==> config.mk <==
export PLATFORM = sky130hd
export DESIGN_NAME = regfile_capture
export DESIGN_NICKNAME = d
export VERILOG_FILES = /design/src/rtl/regfile_capture.sv
export SDC_FILE = /design/constraint.sdc
export NUM_CORES = 1
export LEC_CHECK = 0
export CAP_MARGIN = 5
export CORE_ASPECT_RATIO = 1.2
export CORE_MARGIN = 5
export CORE_UTILIZATION = 57
export DETAILED_ROUTE_END_ITERATION = 16
export DONT_BUFFER_PORTS = 1
export GPL_ROUTABILITY_DRIVEN = 1
export PLACE_DENSITY = 0.82
export REMOVE_ABC_BUFFERS = 1
export SYNTH_ARGS = -nofsm -noshare
export SYNTH_HDL_FRONTEND = slang
export SYNTH_SLANG_ARGS = --single-unit
==> constraint.sdc <==
create_clock -name clk -period 2.3 [get_ports clk]
set_input_delay 0 -clock clk [delete_from_list [all_inputs] [get_ports clk]]
set_output_delay 0 -clock clk [all_outputs]
set_load 0.03 [all_outputs]
==> src/rtl/regfile_capture.sv <==
// Serial-to-parallel receiver at the tail of the self-test scan shifter.
// Rebuilds each word MSB-first, compares it against a golden word and keeps saturating statistics.
module regfile_capture #(
  parameter int WIDTH = 192,
  parameter int CNT_W = 16
) (
  input  logic             clk,
  input  logic             rst_n,
  input  logic             en,
  input  logic             shift_in,
  input  logic [WIDTH-1:0] expected,
  output logic [WIDTH-1:0] data_out,
  output logic             valid,
  output logic             match,
  output logic             busy,
  output logic             abort,
  output logic [CNT_W-1:0] word_cnt,
  output logic [CNT_W-1:0] err_cnt,
  output logic [CNT_W-1:0] abort_cnt
);

  localparam int CW = $clog2(WIDTH);
  localparam logic [CW-1:0] LAST_BIT = CW'(WIDTH - 1);

  typedef enum logic [1:0] {
    IDLE    = 2'd0,
    LOAD    = 2'd1,
    CAPTURE = 2'd2
  } state_e;

  state_e           state_q, state_d;
  logic [WIDTH-1:0] sr_q, sr_d;
  logic [CW-1:0]    cnt_q, cnt_d;
  logic [WIDTH-1:0] data_q, data_d;
  logic             valid_q, valid_d;
  logic             match_q, match_d;
  logic             abort_q, abort_d;
  logic [CNT_W-1:0] word_cnt_q, word_cnt_d;
  logic [CNT_W-1:0] err_cnt_q, err_cnt_d;
  logic [CNT_W-1:0] abort_cnt_q, abort_cnt_d;
  logic [WIDTH-1:0] sr_next;

  function automatic logic [CNT_W-1:0] sat_inc(input logic [CNT_W-1:0] v);
    return (&v) ? v : v + 1'b1;
  endfunction

  assign sr_next = {sr_q[WIDTH-2:0], shift_in};

  always_comb begin
    // NOTE: every variable gets its hold value first, so no path through the case leaves one unassigned (no latches).
    state_d     = state_q;
    sr_d        = sr_q;
    cnt_d       = cnt_q;
    data_d      = data_q;
    match_d     = match_q;
    valid_d     = 1'b0;
    abort_d     = 1'b0;
    word_cnt_d  = word_cnt_q;
    err_cnt_d   = err_cnt_q;
    abort_cnt_d = abort_cnt_q;

    unique case (state_q)
      IDLE: begin
        if (!en) state_d = LOAD;
      end
      LOAD: begin
        // The first edge with en high only moves the loaded word's MSB onto shift_in.
        if (en) begin
          state_d = CAPTURE;
          cnt_d   = '0;
        end
      end
      CAPTURE: begin
        sr_d  = sr_next;
        cnt_d = cnt_q + 1'b1;
        if (cnt_q == LAST_BIT) begin
          // Final bit: the word completes whatever en does; en low here is a back-to-back load.
          data_d     = sr_next;
          match_d    = (sr_next == expected);
          valid_d    = 1'b1;
          word_cnt_d = sat_inc(word_cnt_q);
          if (sr_next != expected) err_cnt_d = sat_inc(err_cnt_q);
          cnt_d      = '0;
          state_d    = en ? IDLE : LOAD;
        end else if (!en) begin
          sr_d        = '0;
          cnt_d       = '0;
          abort_d     = 1'b1;
          abort_cnt_d = sat_inc(abort_cnt_q);
          state_d     = LOAD;
        end
      end
      default: state_d = IDLE;
    endcase
  end

  // NOTE: state is updated only with non-blocking assignments so every flop samples pre-edge values.
  always_ff @(posedge clk or negedge rst_n) begin
    if (!rst_n) begin
      state_q     <= IDLE;
      sr_q        <= '0;
      cnt_q       <= '0;
      data_q      <= '0;
      valid_q     <= 1'b0;
      match_q     <= 1'b0;
      abort_q     <= 1'b0;
      word_cnt_q  <= '0;
      err_cnt_q   <= '0;
      abort_cnt_q <= '0;
    end else begin
      state_q     <= state_d;
      sr_q        <= sr_d;
      cnt_q       <= cnt_d;
      data_q      <= data_d;
      valid_q     <= valid_d;
      match_q     <= match_d;
      abort_q     <= abort_d;
      word_cnt_q  <= word_cnt_d;
      err_cnt_q   <= err_cnt_d;
      abort_cnt_q <= abort_cnt_d;
    end
  end

  assign data_out  = data_q;
  assign valid     = valid_q;
  assign match     = match_q;
  assign busy      = (state_q == CAPTURE);
  assign abort     = abort_q;
  assign word_cnt  = word_cnt_q;
  assign err_cnt   = err_cnt_q;
  assign abort_cnt = abort_cnt_q;

endmodule
==> metrics.txt <==
Die ar.=37700 um^2; vias=14402; period utilization=109%; Layout Area Growth over Synthesis=19.1%; Mapped Cells=1740; vias per inst=5.97; max cap viols=0; final hold viol count=444; GR Overflow Total=0; critical path peak fanout=3; pre-CTS WS=-0.426 ns; Area after DPL=21300 um^2; slowest cell on the critical path=dfrtp_1; core area=33300 um^2; total global-route track usage=32.8%; cells along the critical path=xnor2_1 > nand4_1 > nor4_2 > buf_4 > nand4_1 > buf_4 > nor4_4 > buf_6 > or2_4 > mux2_4; cell family contributing the most delay on the critical path=simple AND/OR/NAND/NOR gates; drt total wl=63000 um; Tmin final=2.50 ns; Hold-fix buffers, CTS=2; status=finished, violations left; Rows=73; Data required, critical path=2.73 ns; CTS tree=done; Num CTS Buffers=44; clock slew at reported path FFs=0.06 ns; Initial Utilization=57.9%; WL per Instance=26.1 um; drt pass-1 iters=5; Leak=10.9 nW; ys flop type=dfrtp_1; post-synthesis register bit count=444; number of placed I/O pins=440; Clock Latency Late Sink=0.55 ns; die height=212 um; final setup fails=17; Post-synth EDFFs=0; Hold Slack=-0.851 ns; fin area=23000 um^2; most common cell after layout, fill and taps aside=dfrtp_1; antenna violations before repair=1; Pins Over Slew Limit=150; Least-Margin Pin Slew=1.56 ns; top cells by area, synth=dfrtp_1 (58%), mux2_2 (11%), xnor2_1 (8.3%); Worst slew margin=-3.91%; Cell variety after synth=39; vias in the first global route=14852; area share of the largest cell type after synthesis=57.6%; root buffer cell=clkbuf_16; Max VDD drop=0.764 mV; Fmax=400 MHz; Crit Path Class=flip-flop to flip-flop; DRT iter0 DRCs=1510; largest area contributor in the netlist=dfrtp_1; Mapped Area=19300 um^2; hpwl dp=45400 um; ANT nets after route=0; most frequent cells in the layout=dfrtp_1 (444), nand2_1 (406), buf_4 (223); Seq/Total Area, Yosys=57.6%; clock sink count=444; nets=2131; Critical path buffers and inverters=3; first-pass GRT wire length=93100 um; largest net degree at the start of global routing=445; Fill cells=2359; failing checks=hold timing, slew limit, setup timing; Crit path arrival time=2.93 ns; DR DRC count=0; Worst Skew=0.0103 ns; syn_area_per_cell=11.1 um^2; final worst slack=-0.200 ns; RSZ-0062 raised after global routing=yes; CP endpoint kind=flip-flop; fraction of layout cells with a size suffix above 1=26.7%; Max stage delay on crit path=0.39 ns; P per Cell Area=905 nW/um^2; CTS Buffer Depth=3; synth warn=0; gpl congestion=0.900; Buffers on Ports=0; crit start category=flip-flop; async set-or-reset flop fraction in the synthesized netlist=100%; H-Tree Depth=2; die width=178 um; total power draw=0.0208 W; Hold Path Class=input port to async pin
-- worst paths after layout --
kind	startpoint	to	slack, ns	depth (start not counted)
max reg2reg	sr_q[69]$_DFFE_PN0P_	err_cnt[1]$_DFFE_PN0P_	-0.20	10
min in group clk	shift_in	data_out[0]$_DFFE_PN0P_	0.22	2
max in group asynchronous	rst_n	sr_q[76]$_DFFE_PN0P_	1.89	0
min	rst_n	abort$_DFF_PN0_	-0.85	0
max	sr_q[69]$_DFFE_PN0P_	err_cnt[1]$_DFFE_PN0P_	-0.20	10
min reg2reg	state_q[0]$_DFFE_PN0P_	state_q[0]$_DFFE_PN0P_	0.50	1
-- worst register-to-register path: stages (launching register included) --
cell and delay [ns]:
dfrtp_1 0.39, xnor2_1 0.28, nand4_1 0.18, nor4_2 0.30, buf_4 0.15, nand4_1 0.09
buf_4 0.18, nor4_4 0.22, buf_6 0.17, or2_4 0.13, mux2_4 0.31
-- sequential cells by signal, indices dropped and copies added (netlist names) --
signal	flops
data_out	192
sr_q	191
abort_cnt	16
err_cnt	16
word_cnt	16
cnt_q	8
state_q	2
abort	1
match	1
valid	1
-- area by class of cell --
class	count	area (um^2)	area share, %
Antenna cell	3	7.51	0.0326
Clock buffer	64	1280	5.56
Clock inverter	12	119	0.517
Inverter	6	27.5	0.120
Multi-Input combinational cell	1199	8020	34.9
Sequential cell	444	11100	48.3
Tap cell	450	563	2.45
Timing Repair Buffer	236	1870	8.11
-- power by group --
group	total [W]	leakage [nW]	internal (W)	switching, W
clock network	0.00705	0.686	0.00407	0.00298
logic	0.00419	4.24	0.00205	0.00213
registers	0.00957	5.99	0.00867	0.000894
total	0.0208	10.9	0.0148	0.00600
-- timing repair --
action                                  4_1_cts  5_1_grt
pin swaps                                    15        5
buffers inserted                              8        4
resized for setup                            21       21
hold endpoints to repair                    457      444
endpoints found under the setup margin       31       73
cloned                                        1        0
-- cells in the mapped netlist (all sizes together), types with 2 or more instances --
cell type / instances
dfrtp: 444
nand2: 407
mux2: 195
a21oi: 193
xnor2: 182
clkbuf: 84
nand4: 58
xor2: 53
nor4: 23
and3: 17
nand3: 13
o21ai: 12
nor2: 11
buf: 7
nor3: 6
inv: 5
ha: 4
nor3b: 4
and4: 3
a31oi: 2
and2: 2
and3b: 2
nand2b: 2
-- logic make-up after synthesis --
| kind of cell | after synthesis | share of synthesized area, % |
|---|---|---|
| flops | 444 | 57.6 |
| compound gates | 213 | 5.64 |
| xor+xnor | 235 | 10.7 |
| simple gates | 551 | 12.5 |
| fa+ha+maj | 4 | 0.259 |
| buf+inv | 97 | 1.93 |
| mux | 196 | 11.4 |
-- routing by layer --
metal | track usage (%) | share of wire (%) | vias to the layer above
li1 | - | - | 6247
met1 | 39.0 | 35 | 7260
met2 | 54.3 | 49 | 737
met3 | 11.6 | 11 | 158
met4 | 13.4 | 4.9 | 0
met5 | 0 | 0 | -
-- stage by stage --
| stage | util [%] | TNS, ns | hold slack, ns | instances |
|---|---|---|---|---|
| final | 69.0 | -2.41 | -0.851 | 2414 |
| after global routing | 69.0 | -4.00 | -0.877 | 2412 |
| after CTS | 68.5 | -2.71 | -0.857 | 2407 |
| after detailed placement | 63.8 | -6.85 | -0.281 | 2321 |
| after global placement | 63.8 | -6.80 | -0.280 | 2321 |
| after floorplan | - | -5291.88 | -0.296 | 1649 |
No activity file was read; power rests on OpenSTA's default activity.
